### src/rtl/game_pkg.sv
// Shared types and constants for the reaction-game round sequencer.
package game_pkg;

    typedef enum logic [2:0] {
        ST_IDLE      = 3'd0,
        ST_COUNTDOWN = 3'd1,
        ST_PLAY      = 3'd2,
        ST_ROUND_END = 3'd3,
        ST_GAME_OVER = 3'd4
    } game_state_e;

    localparam logic [7:0] CMD_START    = 8'h53;
    localparam logic [7:0] CMD_ABORT    = 8'h52;
    localparam logic [7:0] HIT_PTS_FAST = 8'd2;
    localparam logic [7:0] HIT_PTS_SLOW = 8'd1;

    // Add two bytes, clamping at 8'hFF instead of wrapping.
    function automatic logic [7:0] sat_add8(input logic [7:0] a, input logic [7:0] b);
        logic [8:0] sum;
        sum = {1'b0, a} + {1'b0, b};
        if (sum[8]) begin
            return 8'hFF;
        end else begin
            return sum[7:0];
        end
    endfunction

endpackage

### src/rtl/sec_tick_gen.sv
// One-second tick generator: counts 0..TICK_CYCLES-1 while enabled, tick on wrap.
module sec_tick_gen #(
    parameter int TICK_CYCLES = 100_000_000
) (
    input  logic clk,
    input  logic reset,
    input  logic en,
    input  logic clr,
    output logic tick
);

    localparam int CW = (TICK_CYCLES > 1) ? $clog2(TICK_CYCLES) : 1;
    localparam logic [CW-1:0] CNT_LAST = CW'(TICK_CYCLES - 1);

    logic [CW-1:0] cnt_r;

    // Cycle counter; clr dominates so every state entry restarts a full period.
    always_ff @(posedge clk or posedge reset) begin
        if (reset) begin
            cnt_r <= '0;
        end else if (clr) begin
            cnt_r <= '0;
        end else if (en) begin
            if (cnt_r == CNT_LAST) begin
                cnt_r <= '0;
            end else begin
                cnt_r <= cnt_r + {{(CW-1){1'b0}}, 1'b1};
            end
        end else begin
            cnt_r <= cnt_r;
        end
    end

    assign tick = en & ~clr & (cnt_r == CNT_LAST);

endmodule

### src/rtl/game_round_ctrl.sv
// Round sequencer for the reaction game: UART commands, countdown, play, result hold.
// Optional high-score register enabled with macro GAME_HISCORE_EN.
module game_round_ctrl
    import game_pkg::*;
#(
    parameter int TICK_CYCLES   = 100_000_000,
    parameter int COUNTDOWN_SEC = 3,
    parameter int RESULT_SEC    = 2,
    parameter int ROUNDS        = 3,
    parameter int FAST_LEVEL    = 100
) (
    input  logic       clk,
    input  logic       reset,
    input  logic [7:0] rx_data,
    input  logic       rx_valid,
    input  logic [9:0] timer_level,
    input  logic       timer_end,
    input  logic       target_hit,
    output logic       timer_start,
    output logic       timer_clr,
    output logic [2:0] game_state,
    output logic [1:0] round_num,
    output logic [2:0] countdown,
    output logic [7:0] score,
    output logic       game_over
`ifdef GAME_HISCORE_EN
    ,
    output logic [7:0] best_score
`endif
);

    localparam logic [2:0] CD_INIT    = 3'(COUNTDOWN_SEC);
    localparam logic [2:0] HOLD_LAST  = 3'(RESULT_SEC - 1);
    localparam logic [1:0] LAST_ROUND = 2'(ROUNDS);
    localparam logic [9:0] FAST_LVL   = 10'(FAST_LEVEL);

    game_state_e state_r;
    logic [1:0]  round_r;
    logic [2:0]  countdown_r;
    logic [7:0]  score_r;
    logic [2:0]  hold_cnt_r;
    logic        timer_start_r;
    logic        timer_clr_r;
    logic        game_over_r;

    logic        cmd_start_s;
    logic        cmd_abort_s;
    logic        abort_s;
    logic        run_s;
    logic        tick_clr_s;
    logic        tick_s;
    logic        hold_done_s;
    logic        enter_over_s;
    logic [7:0]  hit_pts_s;

    assign cmd_start_s  = rx_valid & (rx_data == CMD_START);
    assign cmd_abort_s  = rx_valid & (rx_data == CMD_ABORT);
    assign abort_s      = cmd_abort_s & (state_r != ST_IDLE);
    assign run_s        = (state_r == ST_COUNTDOWN) | (state_r == ST_ROUND_END);
    // Holding the counter clear outside the timed states makes each entry start at zero.
    assign tick_clr_s   = ~run_s | abort_s;
    assign hold_done_s  = (state_r == ST_ROUND_END) & tick_s & (hold_cnt_r == HOLD_LAST);
    assign enter_over_s = hold_done_s & ~abort_s & (round_r == LAST_ROUND);

    sec_tick_gen #(
        .TICK_CYCLES(TICK_CYCLES)
    ) u_tick (
        .clk  (clk),
        .reset(reset),
        .en   (run_s),
        .clr  (tick_clr_s),
        .tick (tick_s)
    );

    // Hit weight depends on how far the timer bar has drained.
    always_comb begin
        hit_pts_s = HIT_PTS_SLOW;
        if (timer_level < FAST_LVL) begin
            hit_pts_s = HIT_PTS_FAST;
        end else begin
            hit_pts_s = HIT_PTS_SLOW;
        end
    end

    // Game sequencer with registered outputs; ABORT overrides every other event.
    always_ff @(posedge clk or posedge reset) begin
        if (reset) begin
            state_r       <= ST_IDLE;
            round_r       <= 2'd0;
            countdown_r   <= 3'd0;
            score_r       <= 8'd0;
            hold_cnt_r    <= 3'd0;
            timer_start_r <= 1'b0;
            timer_clr_r   <= 1'b0;
            game_over_r   <= 1'b0;
        end else begin
            timer_start_r <= 1'b0;
            timer_clr_r   <= 1'b0;
            if (abort_s) begin
                state_r     <= ST_IDLE;
                round_r     <= 2'd0;
                countdown_r <= 3'd0;
                score_r     <= 8'd0;
                hold_cnt_r  <= 3'd0;
                game_over_r <= 1'b0;
                timer_clr_r <= 1'b1;
            end else begin
                case (state_r)
                    ST_IDLE, ST_GAME_OVER: begin
                        if (cmd_start_s) begin
                            state_r     <= ST_COUNTDOWN;
                            round_r     <= 2'd1;
                            score_r     <= 8'd0;
                            countdown_r <= CD_INIT;
                            game_over_r <= 1'b0;
                        end
                    end
                    ST_COUNTDOWN: begin
                        if (tick_s) begin
                            countdown_r <= countdown_r - 3'd1;
                            if (countdown_r == 3'd1) begin
                                state_r       <= ST_PLAY;
                                timer_start_r <= 1'b1;
                            end
                        end
                    end
                    ST_PLAY: begin
                        if (target_hit) begin
                            score_r <= sat_add8(score_r, hit_pts_s);
                        end
                        if (timer_end) begin
                            state_r    <= ST_ROUND_END;
                            hold_cnt_r <= 3'd0;
                        end
                    end
                    ST_ROUND_END: begin
                        if (enter_over_s) begin
                            state_r     <= ST_GAME_OVER;
                            game_over_r <= 1'b1;
                        end else if (hold_done_s) begin
                            state_r     <= ST_COUNTDOWN;
                            round_r     <= round_r + 2'd1;
                            countdown_r <= CD_INIT;
                        end else if (tick_s) begin
                            hold_cnt_r <= hold_cnt_r + 3'd1;
                        end
                    end
                    default: begin
                        state_r     <= ST_IDLE;
                        round_r     <= 2'd0;
                        countdown_r <= 3'd0;
                        score_r     <= 8'd0;
                        hold_cnt_r  <= 3'd0;
                        game_over_r <= 1'b0;
                    end
                endcase
            end
        end
    end

`ifdef GAME_HISCORE_EN
    logic [7:0] best_r;

    // Best score survives ABORT; only reset clears it.
    always_ff @(posedge clk or posedge reset) begin
        if (reset) begin
            best_r <= 8'd0;
        end else if (enter_over_s && (score_r > best_r)) begin
            best_r <= score_r;
        end else begin
            best_r <= best_r;
        end
    end

    assign best_score = best_r;
`endif

    assign game_state  = state_r;
    assign round_num   = round_r;
    assign countdown   = countdown_r;
    assign score       = score_r;
    assign timer_start = timer_start_r;
    assign timer_clr   = timer_clr_r;
    assign game_over   = game_over_r;

endmodule

### config.mk
export PLATFORM = sky130hd
export DESIGN_NAME = game_round_ctrl
export DESIGN_NICKNAME = d
export VERILOG_FILES = /design/src/rtl/game_pkg.sv /design/src/rtl/sec_tick_gen.sv /design/src/rtl/game_round_ctrl.sv
export SDC_FILE = /design/constraint.sdc
export NUM_CORES = 1
export LEC_CHECK = 0
export ABC_CLOCK_PERIOD_IN_PS = 3700
export CORE_MARGIN = 1.5
export CORE_UTILIZATION = 43
export DETAILED_ROUTE_END_ITERATION = 7
export GPL_TIMING_DRIVEN = 0
export PLACE_DENSITY = 0.66
export SYNTH_ARGS = -nofsm -noshare
export SYNTH_HDL_FRONTEND = slang
export SYNTH_SLANG_ARGS = --single-unit
### constraint.sdc
create_clock -name clk -period 3.7 [get_ports clk]
set_input_delay 0.37 -clock clk [delete_from_list [all_inputs] [get_ports clk]]
set_output_delay 0.37 -clock clk [all_outputs]
set_load 0.01 [all_outputs]
* Word-level counts from Yosys, hierarchy flattened
Index checks and enable logic that the tools add are counted.
W data, S select, Z words.
** Word-level totals
- Flip-flop bits (word level) :: 49
- Input port bits :: 23
- Output and inout port bits :: 19
- Word-level logic and storage cells :: 110
** Cells by class
- Mux-type cells :: 43
- Order comparisons :: 1
- $add $sub $neg :: 5
- Eq/ne operators :: 25
- Bitwise gates (word level) :: 14
- Reduce and logical (&&, ||, !) cells :: 13
** Operators by type and width (number)
- $mux W27 :: 3
- $mux W3 :: 17
- $mux W8 :: 4
- $add A27 B1 Y27 const B :: 1
- $eq A27 B27 Y1 const B :: 1
- $ne A3 B3 Y1 const B :: 9
- $pmux W3 S4 :: 2
- $pmux W8 S3 :: 1
- $eq A8 B7 Y1 const B :: 2
- $reduce_and A5 Y1 :: 3
- $lt A10 B7 Y1 const B :: 1
- $mux W2 :: 5
- $add A8 B8 Y9 :: 1
- $and A1 B1 Y1 :: 9
- $eq A3 B1 Y1 const B :: 3
- $pmux W3 S3 :: 1
- $mux W1 :: 8
- $eq A3 B2 Y1 const B :: 2
- $ne A2 B1 Y1 const B :: 3
- $pmux W2 S3 :: 1
- $reduce_and A3 Y1 :: 2
- $reduce_or A2 Y1 :: 3
- $ne A4 B4 Y1 const B :: 1
- $reduce_and A4 Y1 :: 1
- 14 further kinds :: 17

* Depth between registers and ports, before layout
Gate-level depths: netlist of the first run.
- Depth in word-level cells :: 14
- Mapped depth :: 11

* Modules after synthesis
From an unflattened synthesis of the first run, not the netlist that was laid out.
** Second synthesis, totals
- Cell total of the unflattened synthesis :: 364
- Area, all modules :: 3163.0 um^2
** By module, submodules not included
- sec_tick_gen :: instances 1, area each 1651.6 um^2, cells an instance 191, sequential area each 675.6 um^2
- game_round_ctrl :: instances 1, area each 1511.4 um^2, cells an instance 173, sequential area each 550.5 um^2

* Worst setup path after synthesis of the first run
Ideal clock, no wire load.
- Path kind :: input to register
- Start :: in timer_level[4]
- End :: reg score_r[4] (netlist: score[4])
- Arrival :: 2.262 ns
- Path slack :: 1.373 ns
- Data required time :: 3.635 ns
- Stages :: 8
- Cells stage by stage :: o311ai_0 > nand2_1 > fa_1 > nor2b_1 > and4_1 > nand3_1 > a41oi_1 > o22a_1
** Between the ends
- Cells in the longest elaborated chain, start to end :: 7
** Ends and longest elaborated chain
- start, declared :: RTL line game_round_ctrl.sv:16 : input logic [9:0] timer_level,
- $lt A10 B7 Y1 :: RTL line game_round_ctrl.sv:78 : if (timer_level < FAST_LVL) begin
- $mux W2 :: RTL line game_round_ctrl.sv:78
- $add A8 B8 Y9 :: RTL line game_pkg.sv:20 : sum = {1'b0, a} + {1'b0, b};
- $mux W8 :: RTL line game_pkg.sv:21 : if (sum[8]) begin
- $mux W8 :: RTL line game_round_ctrl.sv:128 : if (target_hit) begin
- $pmux W8 S3 :: RTL line game_round_ctrl.sv:108 : case (state_r)
- $mux W8 :: RTL line game_round_ctrl.sv:99 : if (abort_s) begin
- end signal, assigned :: RTL line game_round_ctrl.sv:129 : score_r <= sat_add8(score_r, hit_pts_s);
- end, declared :: RTL line game_round_ctrl.sv:40 : logic [7:0] score_r;
Every way passes these cells. The select of a mux whose other input is x is not followed.
A chain may end at the register's enable or synchronous reset.

* Worst setup path after layout of the first run
Ends and elaborated chain as after synthesis.

==> qor.txt, run 1 <==
status -> finished, final reports clean
most frequent cells in the layout -> dfrtp_1 (49), nor2_1 (46), clkdlybuf4s50_1 (39)
PortBufs -> 39
CP required -> 3950 ps
drt first pass iters -> 4
Final Hold Viols -> 0
vias per cell -> 5.54
sw frac -> 0.366
maximum vdd drop -> 313 µV
CP arrival -> 3010 ps
Reg2Reg Launch Point -> u_tick.cnt_r[0]$_DFFE_PP0P_
Setup Viol. Count Final -> 0
total grt overflow -> 0
relative slew slack -> 0.549
mean area per synthesized cell -> 9.09 µm²
Layout Cells excl Fill -> 435
Worst setup SP type -> primary input
Synth async-reset ratio -> 1.00
Hold-fix buffers, CTS -> 0
Clock power frac -> 0.225
critical path cell sequence -> clkdlybuf4s50_1, o311ai_0, nand2_1, ha_1, inv_1, fa_1, nor2b_1, and4_1, nand3_1, a41oi_1, o22a_1
Core Area -> 6350 µm²
Leakage -> 1.48 nW
Syn Inst Count -> 310
Worst-Margin Slew -> 671 ps
Seq pwr share -> 0.373
Critical Path Source -> timer_level[4]
# diodes -> 0
most common cell after layout, fill and taps aside -> dfrtp_1
Die H -> 84.0 µm
DR iter-0 viols -> 93
Slowest-stage cell, CP -> clkdlybuf4s50_1
RD Place Congestion -> 0.857
initial antenna violation count -> 0
H-tree Lvls -> 2
Layout Utilization -> 0.541
# Max-Cap Violations -> 0
RSZ-0062 raised after global routing -> false
Post-synth EDFFs -> 0
Tmin final -> 2770 ps
Antenna Nets Post-Route -> 0
CTS tree -> done
Pint -> 1.10 mW
Hold Path Class -> in2async
placed cell count -> 427
vias in the first global route -> 2240
all-layer global routing usage -> 0.180
crit path kind -> in2reg
post-route clock period utilization -> 0.748
ranking of synthesized cells by area -> dfrtp_1 (44%), nor2_1 (6.1%), xor2_1 (4.4%)
share of the synthesized area in the top cell type -> 0.435
sequential element share of the synthesized area -> 0.435
pin count of the biggest net entering global routing -> 37
Synth-to-Final Area Change -> 22.0%
final setup TNS -> 0 ps
Max Freq -> 0.361 GHz
Slew Limit Fails -> 0
Comb power frac -> 0.401
clock sinks -> 49
CTS resizes -> 0
#FFs+latches synth -> 49
DIE WIDTH -> 84.0 µm
NetSw -> 0.636 mW
first-pass GRT wire length -> 10500 µm
library cells used by synthesis -> 54
Power Density -> 506 nW/µm²
die area -> 7050 µm²
vias -> 2408
total CTS buffers -> 5
final wirelength -> 6070 µm
io pins -> 42
worst-path fanout max -> 6
Post-CTS Setup Bufs -> 0
post-layout net count -> 389
Root Buffer -> clkbuf_8
share of cells above drive strength 1 -> 0.0810
syn nets -> 342
clock buffer depth -> 2
CP Capture Type -> flip-flop
Initial Utilization -> 0.444
Yosys warning total -> 0
wire per inst -> 13.9 µm
HPWL after DPL -> 4480 µm
clock latency on the worst-skew pair -> 300 ps
ys flop type -> dfrtp_1
Rows -> 29
clock-pin slew on the worst setup and hold paths -> 90 ps
Worst Clk Skew -> 5.50 ps
DRC viols -> 0
synthesized area -> 2820 µm²
top cell type by total area after synthesis -> dfrtp_1
peak per-stage delay on the critical path -> 440 ps
## state kept, by name (all words and copies together), names as in the netlist
signal	count
score	8
timer_start	1
game_over	1
game_state	3
u_tick.cnt_r	27
timer_clr	1
round_num	2
hold_cnt_r	3
countdown	3
## layer usage
| layer | vias to the layer above | track usage | wire [µm] |
|---|---|---|---|
| li1 | 1202 | - | - |
| met1 | 1156 | 0.256 | 3010 |
| met2 | 48 | 0.280 | 2780 |
| met3 | 2 | 0.0445 | 242 |
| met4 | 0 | 0.0402 | 29 |
| met5 | - | 0 | 0 |
## final cells by class
type | count | area, µm²
Buffer | 9 | 46.3
Clock buffer | 5 | 68.8
Clock inverter | 3 | 43.8
Fill cell | 604 | 2910
Inverter | 13 | 48.8
Multi-Input combinational cell | 239 | 1500
Sequential cell | 49 | 1230
Tap cell | 77 | 96.3
Timing Repair Buffer | 40 | 410
## power by group through the flow
stage               combinational [mW]  sequential (mW)  clock [mW]
floorplan                        0.448            0.670           0
global placement                 0.687            0.658           0
detailed placement               0.696            0.660           0
CTS                              0.699            0.650       0.406
global route                     0.773            0.663       0.421
finish                           0.698            0.649       0.392
## critical path, delay by kind of cell
kind,cells,cell delay [ps]
AND/OR/NAND/NOR,4,960
adder cells (fa/ha/maj),2,590
AO/OA/AOI/OAI,3,590
buffers and inverters,2,500
## final timing paths
path | end | slack (ps) | cells after the start
max | score[4]$_DFFE_PP0P_ | 930 | 11
min reg2reg | hold_cnt_r[2]$_DFFE_PP0P_ | 480 | 1
max reg2reg | countdown[0]$_DFFE_PP0P_ | 1010 | 7
min | score[7]$_DFFE_PP0P_ | 340 | 2
min in group clk | hold_cnt_r[2]$_DFFE_PP0P_ | 480 | 1
max in group asynchronous | game_state[2]$_DFFE_PP0P_ | 2880 | 3
## metrics by stage
stage / hold WS [ps] / setup WS (ps) / total power [mW] / instance area (µm²)
detailed placement: 478 / 632 / 1.36 / 3320
CTS: 343 / 956 / 1.76 / 3440
global route: 391 / 701 / 1.86 / 3440
global placement: 467 / 687 / 1.34 / 3300
finish: 339 / 931 / 1.74 / 3440
floorplan: 450 / 1370 / 1.12 / 2820
## Yosys cell counts (all sizes together), types with 6 or more instances
cell,count
and4,6
xor2,14
xnor2,8
nor3,7
nand2,26
dfrtp,49
ha,8
nor2,47
a21oi,18
o21ai,19
and3,9
nand3,14
nor2b,6
inv,13
or3,8
## kinds of logic (layout without fill, tap and decap cells)
family / Yosys count / after routing / synth area share
fa+ha+maj: 9 / 9 / 0.0426
buf+inv: 22 / 70 / 0.0337
simple gates: 141 / 141 / 0.264
compound gates: 64 / 64 / 0.145
xor+xnor: 22 / 22 / 0.0684
mux: 3 / 3 / 0.0111
flops: 49 / 49 / 0.435
No activity file was read; power rests on OpenSTA's default activity.
==> inputs of run 2 (changes only) <==
--- a/config.mk
+++ b/config.mk
@@ -5,7 +5,7 @@
 export SDC_FILE = /design/constraint.sdc
 export NUM_CORES = 1
 export LEC_CHECK = 0
-export ABC_CLOCK_PERIOD_IN_PS = 3700
+export ABC_CLOCK_PERIOD_IN_PS = 2870
 export CORE_MARGIN = 1.5
 export CORE_UTILIZATION = 43
 export DETAILED_ROUTE_END_ITERATION = 7
==> constraint.sdc (replaced) <==
create_clock -name clk -period 2.87 [get_ports clk]
set_input_delay 0.287 -clock clk [delete_from_list [all_inputs] [get_ports clk]]
set_output_delay 0.287 -clock clk [all_outputs]
set_load 0.01 [all_outputs]
==> run 2 against run 1 <==
- register-to-register slack worse by 680 ps
- clock power grew 29%
- sequential power is 29% higher
- critical path depth stayed put
- routed wire length hardly changed
- sequential cell count unchanged
- combinational power is 29% higher
- count of clock-buffer cells in the layout unchanged
- global-route usage is the same
- first-iteration DRC count increased by 4.3%
- cell count did not move
- non-clock buffer count stayed put
==> qor.txt, run 2 (synthesis gave the netlist of run 1 again) <==
status -> finished, final reports clean
clock buffer depth -> 2 (unchanged)
# diodes -> 0 (unchanged)
Synth-to-Final Area Change -> 22.3%
CP Capture Type -> flip-flop
Worst setup SP type -> primary input
io pins -> 42 (unchanged)
DRC viols -> 0 (unchanged)
final setup TNS -> 0 ps (unchanged)
CP arrival -> 2860 ps (-150 ps)
total grt overflow -> 0 (unchanged)
final wirelength -> 6070 µm (about the same)
post-layout net count -> 389 (unchanged)
Die H -> 84.0 µm (unchanged)
Leakage -> 1.50 nW (+1.1%)
DP Area -> 3320 µm² (unchanged)
crit path kind -> in2reg
Tmin final -> 2620 ps
multi-input logic area -> 1510 µm² (+0.58%)
clock latency on the worst-skew pair -> 300 ps (about the same)
RD Place Congestion -> 0.857 (unchanged)
max FFs per register -> 27 (unchanged)
sw frac -> 0.365 (about the same)
vias -> 2421 (+0.54%)
DIE WIDTH -> 84.0 µm (unchanged)
clock sinks -> 49 (unchanged)
design area -> 3450 µm² (+0.25%)
initial antenna violation count -> 0 (unchanged)
Comb power frac -> 0.401 (about the same)
Rows -> 29 (unchanged)
Top reg by flops -> u_tick.cnt_r
CP required -> 3110 ps (-840 ps)
vias per cell -> 5.57 (+0.54%)
NetSw -> 0.820 mW (+29%)
HPWL after DPL -> 4480 µm (unchanged)
H-tree Lvls -> 2 (unchanged)
Worst Clk Skew -> 7.03 ps (+1.53 ps)
Antenna Nets Post-Route -> 0 (unchanged)
PortBufs -> 39 (unchanged)
DP Worst Slack -> -115 ps (-747 ps)
Max Freq -> 0.382 GHz
Initial Utilization -> 0.444 (unchanged)
Reg area -> 1230 µm² (unchanged)
Pint -> 1.42 mW (+29%)
Slew Limit Fails -> 0 (unchanged)
vias in the first global route -> 2240 (unchanged)
Setup Viol. Count Final -> 0 (unchanged)
Hold Path Class -> in2async
total CTS buffers -> 5 (unchanged)
wire per inst -> 13.9 µm (about the same)
post-route clock period utilization -> 0.912
Power Density -> 651 nW/µm² (+29%)
worst reg2reg setup slack -> 330 ps (-680 ps)
drt first pass iters -> 4 (unchanged)
Core Area -> 6350 µm² (unchanged)
Hold-fix buffers, CTS -> 0 (unchanged)
final worst setup slack -> 252 ps (-678 ps)
CTS tree -> done
worst-path fanout max -> 6 (unchanged)
filler instances -> 607 (+0.50%)
Root Buffer -> clkbuf_8
Final Hold Viols -> 0 (unchanged)
most frequent cells in the layout -> dfrtp_1 (49), nor2_1 (46), clkdlybuf4s50_1 (39)
all-layer global routing usage -> 0.180 (unchanged)
RSZ-0062 raised after global routing -> false
Worst-Margin Slew -> 692 ps (+21.3 ps)
Seq pwr share -> 0.373 (about the same)
Clock power frac -> 0.226 (about the same)
relative slew slack -> 0.535 (-0.0143)
DR iter-0 viols -> 97 (+4.3%)
pin count of the biggest net entering global routing -> 37 (unchanged)
most common cell after layout, fill and taps aside -> dfrtp_1
# Max-Cap Violations -> 0 (unchanged)
share of cells above drive strength 1 -> 0.0838 (+0.00279)
maximum vdd drop -> 404 µV (+29%)
total power -> 2.24 mW (+29%)
die area -> 7050 µm² (unchanged)
first-pass GRT wire length -> 10500 µm (unchanged)
clock-pin slew on the worst setup and hold paths -> 90 ps (about the same)
-- run 2: cell type report --
type,instances,area share
multi-input cells,239,0.437
well taps,77,0.0280
clock buffers,5,0.0200
clock inverters,3,0.0127
plain buffers,9,0.0134
inverters,13,0.0142
flip-flops and latches,49,0.356
repair buffers,40,0.119
-- run 2: power by group through the flow --
stage / clock network (mW) / registers (mW) / logic (mW)
after floorplan: 0 / 0.864 / 0.578
after global placement: 0 / 0.849 / 0.885
after detailed placement: 0 / 0.851 / 0.898
after CTS: 0.523 / 0.838 / 0.902
after global routing: 0.543 / 0.854 / 0.998
final: 0.506 / 0.836 / 0.900
-- run 2: routing by layer --
layer	up-vias	track usage	part of all wire	routed length (µm)
li1	1203	-	-	-
met1	1154	0.256	0.49	3000
met2	60	0.280	0.45	2750
met3	4	0.0445	0.046	281
met4	0	0.0402	0.0061	37
met5	-	0	0	0
-- run 2: critical path, stage by stage --
cell and delay [ps]:
clkdlybuf4s50_1 440, o311ai_0 140, nand2_1 160, ha_1 200
inv_1 60, fa_1 400, nor2b_2 190, and4_1 290
nand3_1 230, a41oi_1 290, o22a_1 160
-- run 2: metrics by stage --
step,hold WS (ps),std cells,utilization
detailed placement,478,427,0.524
finish,256,435,0.543
floorplan,450,310,-
global route,308,435,0.543
CTS,260,435,0.541
global placement,467,426,0.520
-- run 2: path summary, 6_finish.rpt --
check                           cells after the start                   startpoint                        end
worst min register to register                      1    hold_cnt_r[2]$_DFFE_PP0P_  hold_cnt_r[2]$_DFFE_PP0P_
worst max-delay path                               11               timer_level[4]       score[4]$_DFFE_PP0P_
worst max register to register                      7  u_tick.cnt_r[0]$_DFFE_PP0P_   countdown[0]$_DFFE_PP0P_
min in group clk                                    1    hold_cnt_r[2]$_DFFE_PP0P_  hold_cnt_r[2]$_DFFE_PP0P_
worst min-delay path                                2                        reset       score[7]$_DFFE_PP0P_
max in group asynchronous                           3                        reset  game_state[2]$_DFFE_PP0P_
-- run 2: timing repair --
action	CTS	global route
gates resized for setup	0	2
setup endpoints to repair	0	3
buffers inserted	0	0
==> inputs of run 3 (changes only) <==
--- a/config.mk
+++ b/config.mk
@@ -6,7 +6,7 @@
 export NUM_CORES = 1
 export LEC_CHECK = 0
 export ABC_CLOCK_PERIOD_IN_PS = 2870
-export CORE_MARGIN = 1.5
+export CAP_MARGIN = 5
 export CORE_UTILIZATION = 43
 export DETAILED_ROUTE_END_ITERATION = 7
 export GPL_TIMING_DRIVEN = 0
==> run 3 against run 2 <==
- clock power increased by 19%
- core utilization up 0.39 points
- clock skew increased by 1.6 ps
- setup slack improved by 48 ps
==> qor.txt, run 3 (synthesis gave the netlist of run 1 again) <==
CP Capture Type -> flip-flop
worst-path fanout max -> 6 (unchanged)
crit path kind -> in2reg
final wirelength -> 6040 µm (-0.48%)
total CTS buffers -> 5 (unchanged)
HPWL after DPL -> 4440 µm (-1.0%)
Initial Utilization -> 0.444 (unchanged)
CP arrival -> 2830 ps (-30 ps)
# Max-Cap Violations -> 0 (unchanged)
vias per cell -> 5.43 (-2.5%)
DIE WIDTH -> 83.0 µm (-1.2%)
vias -> 2361 (-2.5%)
status -> finished, final reports clean
wire per inst -> 13.9 µm (-0.48%)
peak per-stage delay on the critical path -> 470 ps (+30 ps)
Rows -> 29 (unchanged)
DRC viols -> 0 (unchanged)
Worst Clk Skew -> 8.63 ps (+1.60 ps)
Final Hold Viols -> 0 (unchanged)
# diodes -> 0 (unchanged)
Worst setup SP type -> primary input
multi-input logic area -> 1510 µm² (unchanged)
Post-CTS Setup Bufs -> 0 (unchanged)
Power Density -> 674 nW/µm² (+3.5%)
PortBufs -> 39 (unchanged)
RSZ-0062 raised after global routing -> false
Die H -> 83.0 µm (-1.2%)
Worst path top cell family by delay -> simple AND/OR/NAND/NOR gates
Tmin final -> 2570 ps (-47.8 ps)
CTS tree -> done
Antenna Nets Post-Route -> 0 (unchanged)
most frequent cells in the layout -> dfrtp_1 (49), nor2_1 (46), clkdlybuf4s50_1 (39)
worst reg2reg setup slack -> 350 ps (+20 ps)
total power -> 2.34 mW (+4.3%)
post-layout net count -> 389 (unchanged)
maximum vdd drop -> 391 µV (-3.0%)
clock-pin slew on the worst setup and hold paths -> 100 ps (about the same)
CP required -> 3130 ps (+20 ps)
Core Area -> 6350 µm² (unchanged)
io pins -> 42 (unchanged)
share of cells above drive strength 1 -> 0.0838 (unchanged)
Reg area -> 1230 µm² (unchanged)
drt first pass iters -> 4 (unchanged)
Leakage -> 1.51 nW (+0.68%)
vias in the first global route -> 2237 (-0.13%)
worst path buffer plus inverter count -> 2 (unchanged)
initial antenna violation count -> 0 (unchanged)
Max Freq -> 0.389 GHz (+1.9%)
critical path cell sequence -> clkdlybuf4s50_1, o311ai_0, nand2_1, ha_1, inv_1, fa_1, nor2b_2, and4_1, nand3_1, a41oi_1, o22a_1
final setup TNS -> 0 ps (unchanged)
Root Buffer -> clkbuf_8
all-layer global routing usage -> 0.186 (+0.00582)
clock buffer depth -> 2 (unchanged)
max FFs per register -> 27 (unchanged)
Hold Path Class -> in2async
most common cell after layout, fill and taps aside -> dfrtp_1
pin count of the biggest net entering global routing -> 39 (+5.4%)
Top reg by flops -> u_tick.cnt_r
Layout Utilization -> 0.547 (+0.00394)
clock sinks -> 49 (unchanged)
Synth-to-Final Area Change -> 23.2%
first-pass GRT wire length -> 10500 µm (+0.13%)
Setup Viol. Count Final -> 0 (unchanged)
clock latency on the worst-skew pair -> 310 ps (about the same)
total grt overflow -> 0 (unchanged)
relative slew slack -> 0.569 (+0.0341)
Slowest-stage cell, CP -> clkdlybuf4s50_1
H-tree Lvls -> 2 (unchanged)
filler instances -> 555 (-8.6%)
RD Place Congestion -> 0.823 (-4.0%)
die area -> 6880 µm² (-2.4%)
Slew Limit Fails -> 0 (unchanged)
Worst-Margin Slew -> 641 ps (-50.8 ps)
DR iter-0 viols -> 128 (+32%)
post-route clock period utilization -> 0.895 (-0.0167)
-- run 3: changes by cell type in the layout (fill, tap and decap cells not counted) --
| cell | before | now |
|---|---|---|
| clkinv_2 | 1 | 0 |
| bufinv_16 | 1 | 2 |
-- run 3: timing repair --
item / 4_1_cts / 5_1_grt
gates resized for setup: 0 / 2
hold buffers: 0 / 0
endpoints found under the setup margin: 0 / 4
-- run 3: report_power, final --
| group | leakage [nW] | total, mW | internal (mW) | switching, mW |
|---|---|---|---|---|
| Clock | 0.0687 | 0.600 | 0.351 | 0.249 |
| Combinational | 0.770 | 0.903 | 0.398 | 0.506 |
| Sequential | 0.667 | 0.836 | 0.764 | 0.0716 |
-- run 3: cell type report --
| type | instances | share of cell area |
|---|---|---|
| Multi-Input combinational cell | 239 | 0.434 |
| Sequential cell | 49 | 0.353 |
| Timing Repair Buffer | 40 | 0.118 |
| Tap cell | 77 | 0.0278 |
| Clock buffer | 5 | 0.0198 |
| Clock inverter | 3 | 0.0198 |
| Inverter | 13 | 0.0141 |
| Buffer | 9 | 0.0133 |
-- run 3: final timing paths --
kind / endpoint / startpoint / cells after the start
max: score[4]$_DFFE_PP0P_ / timer_level[2] / 11
min: score[7]$_DFFE_PP0P_ / reset / 2
max reg2reg: countdown[0]$_DFFE_PP0P_ / u_tick.cnt_r[0]$_DFFE_PP0P_ / 7
min reg2reg: hold_cnt_r[2]$_DFFE_PP0P_ / hold_cnt_r[2]$_DFFE_PP0P_ / 1
max in group asynchronous: u_tick.cnt_r[26]$_DFFE_PP0P_ / reset / 3
min in group clk: hold_cnt_r[2]$_DFFE_PP0P_ / hold_cnt_r[2]$_DFFE_PP0P_ / 1
-- run 3: routing by layer --
| layer | part of all wire | vias up | GRT usage |
|---|---|---|---|
| li1 | - | 1198 | - |
| met1 | 0.51 | 1120 | 0.259 |
| met2 | 0.44 | 39 | 0.291 |
| met3 | 0.039 | 4 | 0.0378 |
| met4 | 0.010 | 0 | 0.0611 |
| met5 | 0 | - | 0 |
-- run 3: metrics by stage --
stage                     instance area (µm²)  hold slack, ps  setup slack, ps  cells
after global routing                     3470             264             8.05    435
after floorplan                          2820             450              611    310
after detailed placement                 3320             481             -102    427
final                                    3470             234              300    435
after CTS                                3460             238              205    435
after global placement                   3300             464            -46.2    426
